## src/rtl/snax_dma_twod_expander.sv

```systemverilog
// Buffers 2D DMA requests in a small FIFO and expands each one into a sequence
// of 1D bursts for the AXI DMA backend, flagging the final burst of every request.
module snax_dma_twod_expander #(
    parameter int unsigned AddrWidth    = 48,
    parameter int unsigned IdWidth      = 6,
    parameter int unsigned ReqFifoDepth = 3
) (
    input  logic                 clk_i,
    input  logic                 rst_i,
    input  logic                 twod_valid_i,
    output logic                 twod_ready_o,
    input  logic [IdWidth-1:0]   twod_id_i,
    input  logic [AddrWidth-1:0] twod_src_i,
    input  logic [AddrWidth-1:0] twod_dst_i,
    input  logic [AddrWidth-1:0] twod_num_bytes_i,
    input  logic [AddrWidth-1:0] twod_stride_src_i,
    input  logic [AddrWidth-1:0] twod_stride_dst_i,
    input  logic [AddrWidth-1:0] twod_num_reps_i,
    input  logic                 twod_decouple_rw_i,
    input  logic                 twod_is_twod_i,
    output logic                 burst_valid_o,
    input  logic                 burst_ready_i,
    output logic [IdWidth-1:0]   burst_id_o,
    output logic [AddrWidth-1:0] burst_src_o,
    output logic [AddrWidth-1:0] burst_dst_o,
    output logic [AddrWidth-1:0] burst_num_bytes_o,
    output logic                 burst_decouple_rw_o,
    output logic                 burst_last_o,
    output logic                 busy_o
);

    localparam int unsigned PtrW = (ReqFifoDepth > 1) ? $clog2(ReqFifoDepth) : 1;
    localparam int unsigned CntW = $clog2(ReqFifoDepth + 1);

    localparam logic [0:0] IDLE  = 1'b0;
    localparam logic [0:0] ISSUE = 1'b1;

    typedef struct packed {
        logic [IdWidth-1:0]   id;
        logic [AddrWidth-1:0] src;
        logic [AddrWidth-1:0] dst;
        logic [AddrWidth-1:0] num_bytes;
        logic [AddrWidth-1:0] stride_src;
        logic [AddrWidth-1:0] stride_dst;
        logic [AddrWidth-1:0] num_reps;
        logic                 decouple_rw;
        logic                 is_twod;
    } req_t;

    req_t                 fifo_q [ReqFifoDepth];
    req_t                 in_req;
    req_t                 head;
    logic [PtrW-1:0]      wr_ptr_q, rd_ptr_q;
    logic [CntW-1:0]      count_q;
    logic                 fifo_empty, fifo_full, push, pop;

    logic [0:0]           state_q;
    logic [IdWidth-1:0]   id_q;
    logic [AddrWidth-1:0] src_q, dst_q, num_bytes_q, stride_src_q, stride_dst_q, rem_q;
    logic [AddrWidth-1:0] load_rem;
    logic                 decouple_q, rem_is_one;

    function automatic logic [PtrW-1:0] ptr_inc(input logic [PtrW-1:0] p);
        return (p == PtrW'(ReqFifoDepth - 1)) ? '0 : p + PtrW'(1);
    endfunction

    assign in_req = '{
        id:          twod_id_i,
        src:         twod_src_i,
        dst:         twod_dst_i,
        num_bytes:   twod_num_bytes_i,
        stride_src:  twod_stride_src_i,
        stride_dst:  twod_stride_dst_i,
        num_reps:    twod_num_reps_i,
        decouple_rw: twod_decouple_rw_i,
        is_twod:     twod_is_twod_i
    };

    assign fifo_empty   = (count_q == '0);
    assign fifo_full    = (count_q == CntW'(ReqFifoDepth));
    assign twod_ready_o = !fifo_full;
    assign push         = twod_valid_i && !fifo_full;
    assign head         = fifo_q[rd_ptr_q];
    assign rem_is_one   = (rem_q == AddrWidth'(1));

    // A head entry is taken when idle, or when the last burst of the active request handshakes.
    assign pop = !fifo_empty && ((state_q == IDLE) || (burst_ready_i && rem_is_one));

    // A zero repetition count still produces one burst so every request completes exactly once.
    assign load_rem = (head.is_twod && (head.num_reps != '0)) ? head.num_reps : AddrWidth'(1);

    always_ff @(posedge clk_i) begin
        if (push) begin
            fifo_q[wr_ptr_q] <= in_req;
        end
    end

    always_ff @(posedge clk_i or posedge rst_i) begin
        if (rst_i) begin
            wr_ptr_q <= '0;
            rd_ptr_q <= '0;
            count_q  <= '0;
        end else begin
            if (push) wr_ptr_q <= ptr_inc(wr_ptr_q);
            if (pop)  rd_ptr_q <= ptr_inc(rd_ptr_q);
            if (push && !pop)      count_q <= count_q + CntW'(1);
            else if (!push && pop) count_q <= count_q - CntW'(1);
        end
    end

    always_ff @(posedge clk_i or posedge rst_i) begin
        if (rst_i) begin
            state_q      <= IDLE;
            id_q         <= '0;
            src_q        <= '0;
            dst_q        <= '0;
            num_bytes_q  <= '0;
            stride_src_q <= '0;
            stride_dst_q <= '0;
            rem_q        <= '0;
            decouple_q   <= 1'b0;
        end else if (pop) begin
            state_q      <= ISSUE;
            id_q         <= head.id;
            src_q        <= head.src;
            dst_q        <= head.dst;
            num_bytes_q  <= head.num_bytes;
            stride_src_q <= head.stride_src;
            stride_dst_q <= head.stride_dst;
            rem_q        <= load_rem;
            decouple_q   <= head.decouple_rw;
        end else if ((state_q == ISSUE) && burst_ready_i) begin
            if (!rem_is_one) begin
                src_q <= src_q + stride_src_q;
                dst_q <= dst_q + stride_dst_q;
                rem_q <= rem_q - AddrWidth'(1);
            end else begin
                state_q <= IDLE;
            end
        end
    end

    assign burst_valid_o       = (state_q == ISSUE);
    assign burst_id_o          = id_q;
    assign burst_src_o         = src_q;
    assign burst_dst_o         = dst_q;
    assign burst_num_bytes_o   = num_bytes_q;
    assign burst_decouple_rw_o = decouple_q;
    assign burst_last_o        = (state_q == ISSUE) && rem_is_one;
    assign busy_o              = !fifo_empty || (state_q == ISSUE);

endmodule

```

## config.mk

```make
export PLATFORM = sky130hd
export DESIGN_NAME = snax_dma_twod_expander
export DESIGN_NICKNAME = d
export VERILOG_FILES = /design/src/rtl/snax_dma_twod_expander.sv
export SDC_FILE = /design/constraint.sdc
export NUM_CORES = 2
export LEC_CHECK = 0
export ABC_AREA = 1
export CAP_MARGIN = 20
export CORE_MARGIN = 3
export CORE_UTILIZATION = 50
export CTS_BUF_LIST = sky130_fd_sc_hd__clkbuf_4 sky130_fd_sc_hd__clkbuf_8
export DETAILED_ROUTE_END_ITERATION = 16
export HOLD_SLACK_MARGIN = 0.1
export PLACE_DENSITY = 0.73
export SYNTH_ARGS = -nofsm -noshare
export SYNTH_HDL_FRONTEND = slang
export SYNTH_SLANG_ARGS = --single-unit
```

## constraint.sdc

```tcl
create_clock -name clk_i -period 21.1 [get_ports clk_i]
set_input_delay 4.22 -clock clk_i [delete_from_list [all_inputs] [get_ports clk_i]]
set_output_delay 4.22 -clock clk_i [all_outputs]
set_load 0.01 [all_outputs]
```

After elaboration in Yosys (flattened, before gate mapping). Memories as Yosys holds them, arrays and structs flattened. Index checks and enable logic that the tools add are counted.

Add/subtract/negate cells: 7. Equality and inequality tests: 5. Multiplexer cells: 19. Bitwise logic cells: 1. Reductions and logical operators: 21.

Operators with widths (number): 48-bit two-way mux (10); 48-bit adder (2); 48-bit by 1-bit == test with 1-bit output (second input constant) (1); 48-bit nonzero test (1); 48-bit by 1-bit subtractor with 48-bit output (second input constant) (1); 1-bit logical AND (8); 2-bit two-way mux (4); 2-bit by 1-bit adder with 2-bit output (second input constant) (3); 2-bit == test (second input constant) (3); 2-bit nonzero test (3); 1-bit two-way mux (5); 1-bit logical NOT (4); 2-bit AND reduction (2); 2-bit logical NOT (1); 1-bit logical OR (2); 2-bit inequality test (second input constant) (1); 2-bit by 1-bit subtractor with 2-bit output (second input constant) (1); 1-bit NOT (1).

Register bits: 302. RAM bits: 888. Input port bits: 300. Output and inout bits: 155. Logic and storage cells: 66. Memories kept: 1.

Memory list: fifo_q (words 3, width 296, read ports 1, clocked after memory_dff 0, wr ports 1, RTL line 50) `req_t fifo_q [ReqFifoDepth];`.

Longest topological paths before layout.
Word-level depth: 7. Depth in mapped cells: 17. Depth with buffers taken out: 17.

Least setup slack after synthesis. OpenSTA, ideal clock, no wires.

Path type: input to register. Start: input twod_valid_i. End: register wr_ptr_q[0]. Setup time: 0.187 ns. Data arrival time: 25.706 ns. Required time: 20.913 ns. Setup slack: -4.793 ns. Stages on the path: 3. Buffers on the path: 0. Cell sequence: nand2_1 nor3_1 o21bai_1.

Word-level cells in the longest chain between the ends: 1.

RTL lines: from (decl) (RTL line 10) `input logic twod_valid_i,`; 1-bit logical AND (RTL line 82) `assign push = twod_valid_i && !fifo_full;`; to (signal assigned) (RTL line 104) `if (push) wr_ptr_q <= ptr_inc(wr_ptr_q);`; to (decl) (RTL line 53) `logic [PtrW-1:0] wr_ptr_q, rd_ptr_q;`.

Every way passes these cells. A chain may end at the register's enable or synchronous reset.

Final worst setup path.
Start: input twod_valid_i. End: memory fifo_q[0][282] (netlist bit), enable pin.

Word-level cells in the longest chain between the ends: 3.

RTL lines: 1-bit logical AND (RTL line 82); 1-bit two-way mux (RTL line 93) `if (push) begin`; 1-bit two-way mux (implied by the code) (RTL line 94) `fifo_q[wr_ptr_q] <= in_req;`; to (decl) (RTL line 50).

Every way passes these cells.

==> impl_metrics.py <==
metrics = {
    "cells_and_area": {
        "fillers": 8854,
        "layout.nets": 6378,
        "multi_input_area_sq_um": 17000,
        "finish.instance_area_sq_um": 63900,
        "drive_above_1_share_pct": 6.40,
        "ff_latch_area_sq_um": 34200,
        "post-route-util_pct": 60.2,
        "syn_to_final_growth_pct": 18.3,
    },
    "flow_run": {
        "cap_violations": 0,
    },
    "floorplan": {
        "rows": 119,
        "io_pins": 455,
        "die_x_um": 335,
        "die_height_um": 335,
        "initial_core_util_pct": 50.9,
        "core_sq_um": 106000,
        "die_area_sq_um": 112000,
    },
    "timing": {
        "fin_crit_sh_pct": 35.0,
        "maxSlewHeadroom_pct": 22.8,
        "setup_tns_ns": 0,
        "clock-skew-final_ns": 0.0641,
        "fmax_ghz": 0.135,
        "period_minus_slack_ns": 7.39,
        "rsz0062_at_grt": "false",
        "slew_viol_final": 0,
        "tightest_slew_ns": 1.16,
        "final-hold-violation-count": 0,
        "whs_ns": 0.458,
        "setup_violations": 0,
    },
    "clock_network": {
        "clk_pin_slew_ns": 0.06,
        "cts_buffer_depth": 3,
        "cts.sink_count": 1190,
        "cts_tree": "built",
        "ctsResizeCount": 0,
        "htreeDepth": 4,
        "cts_buffers": 187,
        "clk_latency_ns": 0.91,
        "root_buffer": "clkbuf_8",
        "cts_hold_buf": 0,
        "cts_setup_buffers": 0,
    },
    "critical_path": {
        "worst_ep_required_time_ns": 21.58,
        "critPathTopFamily": "buffers and inverters",
        "critPathArrivalTime_ns": 7.87,
        "slowest_stage": "buf_4",
        "path_class": "primary input to register",
        "path_buf_inv": 5,
        "endpoint_kind": "register",
        "cp_cell_sequence": "clkdlybuf4s50_1, nand2_1, nor3_2, buf_4, buf_4, buf_4, buf_4",
        "path_common_cell": "buf_4",
        "worstPathMaxFanout": 62,
        "cp-start-kind": "primary input",
        "ff2ff_setup_slack_ns": 16.53,
        "slowest_delay_ns": 0.82,
    },
    "synth": {
        "synth_cells": 5505,
        "synthTopCellsByArea": "edfxtp_1 (49%), dfrtp_1 (14%), nand2_1 (13%)",
        "synth_commonest_cells": "nand2_1 (1846), edfxtp_1 (888), nor2_1 (600)",
        "synth_top_area_share_pct": 49.4,
        "yosysTopAreaCell": "edfxtp_1",
        "synth_cell_types": 38,
        "yosysWarningCount": 0,
        "synth_area_per_cell_sq_um": 9.81,
        "ys_seq_elements": 1190,
        "netlist_area_sq_um": 54000,
        "synth.most_common_cell": "nand2_1",
        "synth-edff-count": 888,
        "synth-main-ff-cell": "edfxtp_1",
        "synth_nets": 5904,
        "async_flop_share_pct": 25.4,
        "yosysSeqAreaShare_pct": 63.4,
    },
    "global_routing": {
        "track_usage_pct": 27.4,
        "gr-usage-met2_pct": 42.3,
        "grt_use_met1_pct": 38.9,
        "antenna_found_initial": 31,
        "grt_pass1_vias": 38900,
        "use_met3_pct": 6.33,
        "grt_max_degree": 220,
        "grt_overflow": 0,
        "grt.busiest_layer": "met2",
        "grt_pass1_wl_um": 234000,
    },
    "route": {
        "wl_per_cell_um": 20.6,
        "routed_via_density": 5.35,
        "wirelength_um": 155000,
        "drtIter0Drc": 3425,
        "postRouteAntennaNets": 0,
        "drtPass1Iterations": 7,
        "drc": 0,
        "vias": 40400,
    },
    "power_and_ir_drop": {
        "clkPwrFrac_pct": 26.2,
        "p_per_area_nw_per_um2": 126,
        "p_comb_share_pct": 31.9,
        "swShare_pct": 36.1,
        "leakagePower_nw": 26.1,
        "seqPwrFrac_pct": 42.0,
        "intPower_mw": 5.13,
        "vdd_drop_max_mv": 0.0749,
        "p_sw_mw": 2.90,
    },
    "status": {
        "outcome": "completed",
    },
    "placed_design": {
        "portBuffers": 454,
        "gp_congestion": 0.962,
        "dp_hpwl_um": 105000,
        "dpl_cell_area_sq_um": 59700,
    },
    "min_path": {
        "worst_hold_path_type": "register to register",
    },
}
## final timing paths
kind / start / to / depth (start not counted)
hold / removal: fifo_q[0][161]$_DFFE_PP_ / burst_num_bytes_o[15]$_DFFE_PP0P_ / 2
max in group asynchronous: rst_i / burst_num_bytes_o[17]$_DFFE_PP0P_ / 4
setup reg to reg: rd_ptr_q[0]$_DFFE_PP0P_ / rem_q[44]$_DFFE_PP0P_ / 16
setup / recovery: twod_valid_i / fifo_q[0][282]$_DFFE_PP_ / 7
min in group asynchronous: rst_i / wr_ptr_q[1]$_DFFE_PP0P_ / 2
hold reg to reg: fifo_q[0][161]$_DFFE_PP_ / burst_num_bytes_o[15]$_DFFE_PP0P_ / 2
## logic make-up after synthesis
logic type | Yosys count | share of synthesized area (%)
flops | 1190 | 63.4
buf+inv | 709 | 5.24
fa+ha+maj | 99 | 2.32
simple gates | 2933 | 22.1
xor+xnor | 88 | 1.43
compound gates | 485 | 5.51
mux | 1 | 0.0185
## worst min-delay path: cells and delay by family (launching register included)
kind	cells	cell delay [ns]
simple gates	2	0.13
flops	1	0.32
## per-layer routing
metal | vias to the layer above | wire length [um]
li1 | 19300 | -
met1 | 19400 | 68400
met2 | 1400 | 70300
met3 | 222 | 12600
met4 | 18 | 3990
met5 | - | 113
## stage by stage
stage	std cells	setup WS, ns	power (mW)
after detailed placement	7181	12.83	5.95
after global routing	7542	13.56	8.50
after CTS	7536	13.77	8.06
after global placement	7181	12.82	5.91
final	7556	13.71	8.03
after floorplan	5505	-4.79	5.16
## area by class of cell
type / count / share of cell area [%]
sequential: 1190 / 53.6
multi-input combinational: 3606 / 26.6
timing repair buffer: 493 / 7.65
clock buffer: 288 / 5.44
inverter: 501 / 2.98
tap: 1391 / 2.72
clock inverter: 67 / 0.989
antenna: 20 / 0.0783
## flip-flops by register name, summed over array words and instances (netlist names), 6 cells and up
register	flops
burst_num_bytes_o	48
burst_src_o	48
stride_dst_q	48
stride_src_q	48
burst_dst_o	48
fifo_q	888
burst_id_o	6
rem_q	48
## power by group through the flow
stage               Sequential [mW]  Clock (mW)  Combinational, mW
global route                   3.41        2.24               2.85
detailed placement             3.41           0               2.54
finish                         3.37        2.10               2.56
CTS                            3.37        2.13               2.56
global placement               3.40           0               2.52
floorplan                      3.61           0               1.55
## placed cells by master, fill, tap and decap left out, drive strengths merged
cell	Yosys	routed
clkinvlp	0	1
a21oi	262	262
a22o	6	6
mux2i	1	1
nand3b	70	70
a22oi	9	9
ha	97	97
o21a	14	14
a21o	4	4
or2	11	11
diode	0	20
edfxtp	888	888
xnor2	27	27
nand3	307	307
dfrtp	302	302
clkinv	0	47
o211ai	5	5
nand4	74	74
and2	3	3
xor2	61	61
a31oi	8	8
fa	2	2
a41oi	104	104
o21ai	55	55
nor3	17	17
nand2	1847	1847
buf	113	39
nor2	603	603
bufinv	0	7
o21bai	16	16
o22ai	2	2
clkbuf	95	288
inv	501	513
nor4	1	1
clkdlybuf4s50	0	454
(Power assumes the default switching activity.)
